[src/rtl/ex_muldiv_unit.sv]
// Iterative MULT/MULTU/DIV/DIVU unit for the EX stage, producing HI/LO.
// Optional multiply early-out is enabled by defining MULDIV_EARLY_OUT_EN.
module ex_muldiv_unit #(
    parameter int WIDTH = 32,
    parameter int CNT_W = 6
) (
    input  logic             clk_i,
    input  logic             rst_i,
    input  logic             start_i,
    input  logic [1:0]       op_i,
    input  logic [WIDTH-1:0] src1_i,
    input  logic [WIDTH-1:0] src2_i,
    output logic             busy_o,
    output logic             done_o,
    output logic [WIDTH-1:0] hi_o,
    output logic [WIDTH-1:0] lo_o,
    output logic             dbz_o
);

    typedef enum logic [1:0] {S_IDLE, S_RUN, S_FIX} state_t;

    state_t           r_state;
    logic [CNT_W-1:0] r_cnt;
    logic [1:0]       r_op;
    logic [WIDTH-1:0] r_dvs;
    logic [WIDTH-1:0] r_acc;
    logic [WIDTH-1:0] r_lo;
    logic             r_neg_res;
    logic             r_neg_rem;
    logic             r_dbz_pend;
    logic             r_busy;
    logic             r_done;
    logic [WIDTH-1:0] r_hi_out;
    logic [WIDTH-1:0] r_lo_out;
    logic             r_dbz;

    logic             w_s1neg;
    logic             w_s2neg;
    logic [WIDTH-1:0] w_mag1;
    logic [WIDTH-1:0] w_mag2;
    logic             w_div0;
    logic [WIDTH:0]   w_sum;
    logic [WIDTH-1:0] w_mul_acc;
    logic [WIDTH-1:0] w_mul_lo;
    logic [WIDTH:0]   w_rem_sh;
    logic             w_ge;
    logic [WIDTH-1:0] w_div_acc;
    logic [WIDTH-1:0] w_div_lo;
    logic [WIDTH-1:0] w_nxt_acc;
    logic [WIDTH-1:0] w_nxt_lo;
    logic             w_last;
    logic [2*WIDTH-1:0] w_prod;
    logic [2*WIDTH-1:0] w_prod_neg;

    // Operand sign handling: magnitudes feed the unsigned datapath.
    assign w_s1neg = op_i[0] & src1_i[WIDTH-1];
    assign w_s2neg = op_i[0] & src2_i[WIDTH-1];
    assign w_mag1  = w_s1neg ? ('0 - src1_i) : src1_i;
    assign w_mag2  = w_s2neg ? ('0 - src2_i) : src2_i;
    assign w_div0  = op_i[1] && (src2_i == '0);

    // Shift-add multiply step: multiplier lives in r_lo, product shifts in.
    assign w_sum     = {1'b0, r_acc} + (r_lo[0] ? {1'b0, r_dvs} : '0);
    assign w_mul_acc = w_sum[WIDTH:1];
    assign w_mul_lo  = {w_sum[0], r_lo[WIDTH-1:1]};

    // Restoring divide step: dividend shifts out of r_lo, quotient shifts in.
    assign w_rem_sh  = {r_acc, r_lo[WIDTH-1]};
    assign w_ge      = (w_rem_sh >= {1'b0, r_dvs});
    assign w_div_acc = w_ge ? (w_rem_sh[WIDTH-1:0] - r_dvs)
                            : w_rem_sh[WIDTH-1:0];
    assign w_div_lo  = {r_lo[WIDTH-2:0], w_ge};

    assign w_nxt_acc = r_op[1] ? w_div_acc : w_mul_acc;
    assign w_nxt_lo  = r_op[1] ? w_div_lo  : w_mul_lo;
    assign w_last    = (r_cnt == CNT_W'(WIDTH-1));

    assign w_prod     = {r_acc, r_lo};
    assign w_prod_neg = '0 - w_prod;

`ifdef MULDIV_EARLY_OUT_EN
    logic               r_eo;
    logic [CNT_W-1:0]   w_cnt1;
    logic [WIDTH-1:0]   w_rest_mask;
    logic               w_eo_hit;
    logic [CNT_W-1:0]   w_shamt;
    logic [2*WIDTH-1:0] w_aligned;

    // Multiplier bits not yet consumed after this step all zero -> finish now.
    assign w_cnt1      = r_cnt + CNT_W'(1);
    assign w_rest_mask = {WIDTH{1'b1}} >> w_cnt1;
    assign w_eo_hit    = !r_op[1] && !w_last &&
                         ((w_mul_lo & w_rest_mask) == '0);
    assign w_shamt     = CNT_W'(WIDTH-1) - r_cnt;
    assign w_aligned   = {w_mul_acc, w_mul_lo} >> w_shamt;
`endif

    // Control FSM, datapath registers and registered outputs.
    always_ff @(posedge clk_i) begin
        if (rst_i) begin
            r_state    <= S_IDLE;
            r_cnt      <= '0;
            r_op       <= '0;
            r_dvs      <= '0;
            r_acc      <= '0;
            r_lo       <= '0;
            r_neg_res  <= 1'b0;
            r_neg_rem  <= 1'b0;
            r_dbz_pend <= 1'b0;
            r_busy     <= 1'b0;
            r_done     <= 1'b0;
            r_hi_out   <= '0;
            r_lo_out   <= '0;
            r_dbz      <= 1'b0;
`ifdef MULDIV_EARLY_OUT_EN
            r_eo       <= 1'b0;
`endif
        end else begin
            r_done <= 1'b0;
            case (r_state)
                S_IDLE: begin
                    if (start_i) begin
                        r_busy    <= 1'b1;
                        r_dbz     <= 1'b0;
                        r_op      <= op_i;
                        r_cnt     <= '0;
                        r_neg_res <= w_s1neg ^ w_s2neg;
                        r_neg_rem <= w_s1neg;
                        if (w_div0) begin
                            r_acc      <= src1_i;
                            r_dbz_pend <= 1'b1;
                            r_state    <= S_FIX;
                        end else begin
                            r_acc      <= '0;
                            r_dbz_pend <= 1'b0;
                            r_lo  <= op_i[1] ? w_mag1 : w_mag2;
                            r_dvs <= op_i[1] ? w_mag2 : w_mag1;
                            r_state    <= S_RUN;
                        end
                    end
                end
                S_RUN: begin
`ifdef MULDIV_EARLY_OUT_EN
                    if (r_eo) begin
                        r_state <= S_FIX;
                    end else if (w_eo_hit) begin
                        {r_acc, r_lo} <= w_aligned;
                        r_eo <= 1'b1;
                    end else begin
                        r_acc <= w_nxt_acc;
                        r_lo  <= w_nxt_lo;
                        r_cnt <= r_cnt + CNT_W'(1);
                        if (w_last) r_state <= S_FIX;
                    end
`else
                    r_acc <= w_nxt_acc;
                    r_lo  <= w_nxt_lo;
                    r_cnt <= r_cnt + CNT_W'(1);
                    if (w_last) r_state <= S_FIX;
`endif
                end
                S_FIX: begin
                    if (r_dbz_pend) begin
                        r_hi_out <= r_acc;
                        r_lo_out <= '1;
                        r_dbz    <= 1'b1;
                    end else if (r_op[1]) begin
                        r_hi_out <= r_neg_rem ? ('0 - r_acc) : r_acc;
                        r_lo_out <= r_neg_res ? ('0 - r_lo) : r_lo;
                    end else begin
                        {r_hi_out, r_lo_out} <= r_neg_res ? w_prod_neg
                                                          : w_prod;
                    end
                    r_done  <= 1'b1;
                    r_busy  <= 1'b0;
                    r_state <= S_IDLE;
`ifdef MULDIV_EARLY_OUT_EN
                    r_eo    <= 1'b0;
`endif
                end
                default: r_state <= S_IDLE;
            endcase
        end
    end

    assign busy_o = r_busy;
    assign done_o = r_done;
    assign hi_o   = r_hi_out;
    assign lo_o   = r_lo_out;
    assign dbz_o  = r_dbz;

endmodule

[config.mk]
export PLATFORM = sky130hd
export DESIGN_NAME = ex_muldiv_unit
export DESIGN_NICKNAME = d
export VERILOG_FILES = /design/src/rtl/ex_muldiv_unit.sv
export SDC_FILE = /design/constraint.sdc
export NUM_CORES = 1
export LEC_CHECK = 0
export BUFFER_PORTS_ARGS = -buffer_cell sky130_fd_sc_hd__buf_2
export CORE_MARGIN = 2
export CORE_UTILIZATION = 60
export CTS_CLUSTER_SIZE = 24
export DETAILED_ROUTE_END_ITERATION = 16
export GPL_ROUTABILITY_DRIVEN = 1
export PLACE_DENSITY_LB_ADDON = 0.1
export REMOVE_ABC_BUFFERS = 1
export SYNTH_ARGS = -nofsm -noshare
export SYNTH_HDL_FRONTEND = slang
export SYNTH_SLANG_ARGS = --single-unit
[constraint.sdc]
create_clock -name clk_i -period 10.7 [get_ports clk_i]
set_clock_uncertainty 0.1 [all_clocks]
set_input_delay 1.605 -clock clk_i [delete_from_list [all_inputs] [get_ports clk_i]]
set_output_delay 1.605 -clock clk_i [all_outputs]
set_load 0.005 [all_outputs]
[Yosys cells after proc, flatten, opt, wreduce, memory -nomap -nowiden]
Index checks and enable logic that the tools add are counted.
Operators by class
  add/sub/neg operators: 8
  magnitude comparators: 1
  eq/ne operators: 7
  mux-type cells: 34
  bitwise logic cells: 4
  reductions and logical operators: 12
Operators by type and width (number)
  $mux 32: 18
  $pmux 32 s2: 2
  $sub 1x32->32 const A: 4
  $mux 64: 1
  $sub 1x64->64 const A: 1
  $add 32x32->33: 1
  $ge 33x32->1: 1
  $logic_not 32->1: 1
  $sub 32x32->32: 1
  $pmux 6 s2: 1
  $reduce_and 3->1: 3
  $ne 2x2->1 const B: 4
  $reduce_and 2->1: 4
  $add 6x1->6 const B: 1
  $eq 6x5->1 const B: 1
  $mux 2: 3
  $mux 6: 1
  $mux 1: 5
  $pmux 1 s2: 2
  $pmux 2 s2: 1
  $reduce_bool 2->1: 2
  $and 1x1->1: 2
  $eq 2x1->1 const B: 1
  $eq 2x2->1 const B: 1
  other kinds (4): 4
Word-level totals
  register bits after elaboration: 176
  input bits: 69
  output and inout port bits: 67
  logic and storage cells: 80

[Longest topological paths before layout]
Gate-level depths: netlist of the first run.
  word-level depth: 6
  gate-level depth with buffers: 13

[Worst setup path after synthesis of the first run]
Ideal clock, no wire load.
  kind: input to register
  start point: input port src2_i[13]
  end point: register r_lo[19]
  setup time: 86 ps
  arrival time: 4116 ps
  required time: 10514 ps
  setup slack: 6398 ps
  stages: 10
  path buffers: 3
  path through: or4_1 > or4_1 > clkbuf_1 > or4_1 > a21oi_1 > or2_2 > buf_2 > buf_2 > a21oi_1 > a211oi_1
On the way
  longest elaborated chain between the ends: 6
  elaborated cells between the ends (all ways): 10
  classes of those cells: add/sub: 1; eq/ne: 1; mux: 5; reduce/logical: 3
RTL lines
  from (decl): line 12  | input logic [WIDTH-1:0] src2_i,
  $sub 1x32->32: line 59  | assign w_mag2 = w_s2neg ? ('0 - src2_i) : src2_i;
  $mux 32: line 59
  $mux 32: line 136  | r_lo <= op_i[1] ? w_mag1 : w_mag2;
  $mux 32: line 129  | if (w_div0) begin
  $mux 32: line 122  | if (start_i) begin
  $pmux 32 s2: line 120  | case (r_state)
  to (signal assigned): line 136
  to (signal assigned): line 157  | r_lo <= w_nxt_lo;
  to (decl): line 27  | logic [WIDTH-1:0] r_lo;
Several ways; a longest one is shown, not always the timed one. The select of a mux whose other input is x is not followed.
A chain may end at the register's enable or synchronous reset.

[Worst setup path after layout of the first run]
  start point: input port src2_i[0]
  end point: register r_dvs[2]
On the way
  longest elaborated chain between the ends: 4
  elaborated cells between the ends (all ways): 7
  classes of those cells: add/sub: 1; mux: 2; bitwise: 1; reduce/logical: 3
RTL lines
  branches (longest 4 deep; another with $sub 1x32->32)
  to (signal assigned): line 137  | r_dvs <= op_i[1] ? w_mag2 : w_mag1;
  to (decl): line 25  | logic [WIDTH-1:0] r_dvs;
Parallel ways; which one is timed is not known.

==> results.toml, run 1 <==
[yosys]
synth.area.top_cells = "dfxtp_1 (23%), a21oi_1 (6.6%), nor2_1 (6.2%), ha_1 (5.7%), xnor2_1 (5.6%)"
syn_area_per_cell_um2 = 7.178
synthArstFlopShare_pct = 0
synthCells = 2103
synth_area_leader_cell = "dfxtp_1"
yosys_warnings = 0
synth_enable_flop_cells = 0
synth_top_area_share_pct = 23.21
ys_ff_latch = 175
netlist_area_mm2 = 0.01510
ys_types = 75
synth_top_flop_cell = "dfxtp_1"
ys_seq_area_share_pct = 23.21

[final_layout]
fin_nets = 2281
final_area_mm2 = 0.01647
drive_gt1_share_pct = 11.23
area_delta_synth_final_pct = 9.126

[placed_design]
port_buffers = 135
hpwl_mm = 42.93
gp_congestion = 1.033
dpl_cell_area_mm2 = 0.01585

[pwr]
power.density_mw_per_mm2 = 138.9
p_comb_share_pct = 36.8
ir_worst_vdd_mv = 0.1051
power.leakage_nw = 6.511
pwr-share-clk_pct = 29.8
swShare_pct = 42.41
switching_power_uw = 970.2
intPower_mw = 1.318
seqPwrFrac_pct = 33.4

[clock_tree]
cts_hold_buf = 0
ctsResizeCount = 0
cts_tree = "yes"
clock_latency_ns = 0.47
ctsLongestPathBuffers = 2
cts_sinks = 175
clkTransAtPathRegs_ns = 0.08
htreeDepth = 4
root_buffer = "clkbuf_16"
cts_made_buffers = 17
cts_setup_buffers = 0

[setup_path]
worst_setup_path_end_kind = "flip-flop"
worst-r2r-setup-slack_ns = 6.36
cp-start-kind = "input pin"
cp.arrival_ns = 5.20
required_ns = 10.93
critPathMaxFanout = 32
critical_path_class = "in -> reg"

[timing]
hold_ws_ns = 0.3523
tightest_slew_ns = 1.186
post-route-period-util_pct = 46.45
finalSetupViolCount = 0
drv_slew = 0
max_freq_mhz = 201.2
rsz0062_at_grt = "no"
fin_tns_setup_ns = 0
period_needed_ns = 4.970
slew_headroom_pct = 20.75
final_hold_viol_count = 0

[detailed_routing]
wl_per_cell_um = 23.32
drtIter0Drc = 2203
drc = 0
postRouteWirelength_mm = 58.00
drtPass1Iterations = 6
viasPerCell = 6.873
vias = 17090
ant_nets = 0

[die]
dieArea_mm2 = 0.02644
ios = 136
initial_core_util_pct = 60.47
die_x_um = 162.6
die_y_um = 162.6
rows = 58
coreArea_mm2 = 0.02496

[job]
cap_violations = 0

[global_route]
grt_max_degree = 94
grt_pass1_wl_mm = 87.22
grt-ovfl-total = 0
grt_use_total_pct = 42.72
antenna_found_initial = 2
grt_pass1_vias = 15090

[run_status]
outcome = "completed"

[worst_hold_path]
hold_path_class = "reg -> reg"
[registers in the layout, indices dropped and copies added, names as in the netlist, 2 cells and up]
register / flops
r_lo: 32
r_dvs: 32
hi_o: 32
r_acc: 32
r_state: 2
r_cnt: 6
lo_o: 32
[worst max-delay path: stages]
cell and delay [ns]:
buf_2 0.12, inv_1 0.08, ha_1 0.21, nor4b_1 0.57, nand4_1 0.55, or4_1 0.73, nand2_1 0.90, o21ai_0 0.21
and2_1 0.20
[placed cells by master (no fill, tap or decap), drive strengths merged, types with 15 or more instances in the layout]
| cell type | n |
|---|---|
| a31oi | 25 |
| a211oi | 69 |
| mux2i | 44 |
| o211ai | 44 |
| inv | 97 |
| buf | 157 |
| nand3 | 45 |
| mux2 | 17 |
| dfxtp | 175 |
| xnor2 | 96 |
| o21ai | 136 |
| nand2 | 191 |
| a21o | 28 |
| ha | 69 |
| a221oi | 20 |
| nor3 | 72 |
| o22ai | 20 |
| a21oi | 199 |
| nand4 | 23 |
| clkbuf | 17 |
| o31ai | 28 |
| a311oi | 19 |
| o21a | 18 |
| or3 | 27 |
| nor4 | 31 |
| nor2 | 250 |
| xor2 | 58 |
| and3 | 15 |
[Yosys cell counts (44+ instances only)]
| cell | n |
|---|---|
| nor3_1 | 71 |
| o211ai_1 | 44 |
| nor2_1 | 250 |
| o21ai_0 | 134 |
| clkbuf_1 | 119 |
| inv_1 | 86 |
| ha_1 | 69 |
| xnor2_1 | 96 |
| dfxtp_1 | 175 |
| a211oi_1 | 67 |
| nand3_1 | 45 |
| nand2_1 | 191 |
| mux2i_1 | 44 |
| a21oi_1 | 199 |
| xor2_1 | 58 |
[final timing paths]
check / start / end / cells past startpoint
worst max register to register: r_lo[0] / r_acc[29] / 12
worst max-delay path: src2_i[0] / r_dvs[2] / 9
worst min-delay path: hi_o[20] / hi_o[20] / 2
worst min register to register: hi_o[20] / hi_o[20] / 2
[routing by layer]
layer,up-vias,GRT usage (%),wire length (um)
li1,7814,-,-
met1,7937,57.08,22950
met2,1068,63.93,24290
met3,271,8.225,6591
met4,2,25.50,4160
met5,-,0,13
[power groups by stage]
stage / registers, mW / clock network [mW] / logic [mW]
6_report: 0.764 / 0.682 / 0.842
5_1_grt: 0.765 / 0.708 / 0.903
4_1_cts: 0.758 / 0.679 / 0.814
3_5_place_dp: 0.773 / 0 / 0.810
3_3_place_gp: 0.772 / 0 / 0.799
2_1_floorplan: 0.743 / 0 / 0.560
[area by class of cell]
| class | count | area [um2] |
|---|---|---|
| Tap cell | 330 | 412.9 |
| Fill cell | 2290 | 8491 |
| Timing Repair Buffer | 157 | 843.3 |
| Clock inverter | 15 | 195.2 |
| Sequential cell | 175 | 3505 |
| Multi-Input combinational cell | 1702 | 10750 |
| Antenna cell | 3 | 7.507 |
| Inverter | 88 | 330.3 |
| Clock buffer | 17 | 425.4 |
[logic make-up after synthesis]
logic type / count (synthesis) / share of synthesized area [%]
adder cells (fa/ha/maj): 71 / 5.984
AO/OA/AOI/OAI: 690 / 29.66
multiplexers: 61 / 4.186
XOR/XNOR: 154 / 8.935
flip-flops: 175 / 23.21
AND/OR/NAND/NOR: 726 / 22.26
buffers and inverters: 226 / 5.769
[metrics by stage]
stage | util, % | cells | power, mW | worst slack, ns
detailed placement | 63.47 | 2452 | 1.582 | 5.414
finish | 65.99 | 2487 | 2.288 | 5.730
CTS | 65.96 | 2484 | 2.250 | 5.861
global route | 65.96 | 2484 | 2.375 | 5.529
global placement | 63.47 | 2452 | 1.570 | 5.531
floorplan | - | 1965 | 1.303 | 5.747
Note: power is estimated with default switching activity, not from simulation.
==> run 2, diff against run 1 <==
CORE_UTILIZATION = 56   (was 60)
clock period = 4.3 ns   (was 10.7 ns; I/O delays follow)
==> run 2 against run 1 <==
- global-route usage shrank 0.92 points
- cell count grew 1.7%
- worst setup slack lost 5.5 ns
- register-to-register slack lost 6.2 ns
- die area grew 7.0%
- clock-buffer cell count is the same
- critical endpoint is now r_acc[24]
- largest cell class unchanged
- highest routed layer is now met4
==> results.toml, run 2 (synthesized netlist as in run 1, its figures left out) <==
[run_status]
outcome = "completed"

[pwr]
power_mw = 5.783
switching_power_mw = 2.457
power.leakage_nw = 6.692
seqPwrFrac_pct = 32.0
intPower_mw = 3.325
p_comb_share_pct = 38.3
swShare_pct = 42.49
ir_worst_vdd_mv = 0.2348
power.density_mw_per_mm2 = 345.0
pwr-share-clk_pct = 29.7

[placed_design]
dpl_cell_area_mm2 = 0.01612
dp.cells = 2497
post-place-ws_ns = 0.2766
gp_congestion = 1.019
port_buffers = 135
hpwl_mm = 46.34

[final_layout]
layout_common_cells = "nor2_1 (245), a21oi_1 (199), nand2_1 (191)"
fillers = 2522
drive_gt1_share_pct = 12.61
layout_commonest_cell = "nor2_1"
area_delta_synth_final_pct = 11.03
fin_nets = 2315
stdcell_count = 2530
final_area_mm2 = 0.01676

[timing]
tightest_slew_ns = 0.9919
drv_slew = 0
final_hold_viol_count = 0
post-route-period-util_pct = 95.23
rsz0062_at_grt = "no"
period_needed_ns = 4.095
fin_ws_ns = 0.2049
fin_tns_setup_ns = 0
slew_headroom_pct = 33.80
finalSetupViolCount = 0
max_freq_mhz = 244.2

[setup_path]
cp.arrival_ns = 4.38
required_ns = 4.59
worst_setup_path_end_kind = "flip-flop"
critical_path_class = "reg -> reg"
cp-start-kind = "flip-flop"
path_common_cell = "a2111oi_0"
max_stage_delay_ns = 0.64
cp_slowest_cell = "dfxtp_1"
path_cells = "ha_1, a2111oi_0, o21ai_0, a2111oi_0, buf_4, o31ai_1, a2111oi_1, o31a_1, o211ai_1, a21oi_1"
critPathMaxFanout = 8

[detailed_routing]
vias = 17150
wl_per_cell_um = 23.96
drtIter0Drc = 1981
ant_nets = 0
viasPerCell = 6.777
drtPass1Iterations = 9
drc = 0
postRouteWirelength_mm = 60.62

[die]
initial_core_util_pct = 56.48
dieArea_mm2 = 0.02829
die_x_um = 168.2
ios = 136
rows = 60
die_y_um = 168.2
coreArea_mm2 = 0.02673

[clock_tree]
cts_sinks = 175
htreeDepth = 4
clock_latency_ns = 0.46
ctsLongestPathBuffers = 2
cts_tree = "yes"
cts_made_buffers = 17
root_buffer = "clkbuf_16"
clkTransAtPathRegs_ns = 0.09

[global_route]
grt_pass1_vias = 15460
grt_max_degree = 95
grt-ovfl-total = 0
grt_pass1_wl_mm = 91.20
grt_use_total_pct = 41.79
antenna_found_initial = 2

[worst_hold_path]
hold_path_class = "reg -> reg"

[job]
cap_violations = 0
[run 2: cell count changes in the layout (fill, tap and decap cells not counted), sizes merged]
cell,change
diode,-2
inv,-2
buf,+34
clkinv,+2
[run 2: layout make-up]
cell class | count | area, um2 | area share, %
repair buffers | 191 | 1111 | 6.629
well taps | 341 | 426.7 | 2.546
clock buffers | 17 | 425.4 | 2.538
multi-input cells | 1702 | 10750 | 64.12
inverters | 88 | 330.3 | 1.971
diodes | 1 | 2.502 | 0.01493
flip-flops and latches | 175 | 3505 | 20.91
clock inverters | 15 | 212.7 | 1.269
[run 2: power by group through the flow]
stage	clock network [mW]	logic, mW	registers (mW)
2_1_floorplan	0	1.39	1.85
3_3_place_gp	0	2.11	1.87
3_5_place_dp	0	2.13	1.88
4_1_cts	1.72	2.14	1.84
5_1_grt	1.78	2.37	1.86
6_report	1.72	2.22	1.85
[run 2: final timing paths]
| check | startpoint | endpoint | slack [ns] | cells past startpoint |
|---|---|---|---|---|
| hold / removal | r_dvs[5] | r_dvs[5] | 0.35 | 2 |
| setup / recovery | r_acc[6] | r_acc[24] | 0.20 | 10 |
| setup reg to reg | r_acc[6] | r_acc[24] | 0.20 | 10 |
| hold reg to reg | r_dvs[5] | r_dvs[5] | 0.35 | 2 |
[run 2: per-layer routing]
metal  global-route usage, %  wire [um]
met5                       0          0
met4                   21.81       3428
met3                   7.663       6408
met2                   65.04      26260
met1                   55.38      24520
[run 2: what timing repair did]
| item | 4_1_cts | 5_1_grt |
|---|---|---|
| setup endpoints to repair | 0 | 1 |
| resized for setup | 0 | 1 |
| setup buffers | 0 | 0 |
| hold buffers | 0 | 0 |
[run 2: worst max-delay path, delay by kind of cell (launching register included)]
family                     cells  cell delay (ns)
AOI/OAI and AO/OA              8             2.65
DFF                            1             0.64
adders and majority gates      1             0.40
buffers and inverters          1             0.24
[run 2: metrics by stage]
stage	hold slack (ns)	util [%]
after floorplan	0.3258	-
after global placement	0.3408	60.31
after detailed placement	0.3451	60.31
after CTS	0.3539	62.70
after global routing	0.3732	62.72
final	0.3535	62.72
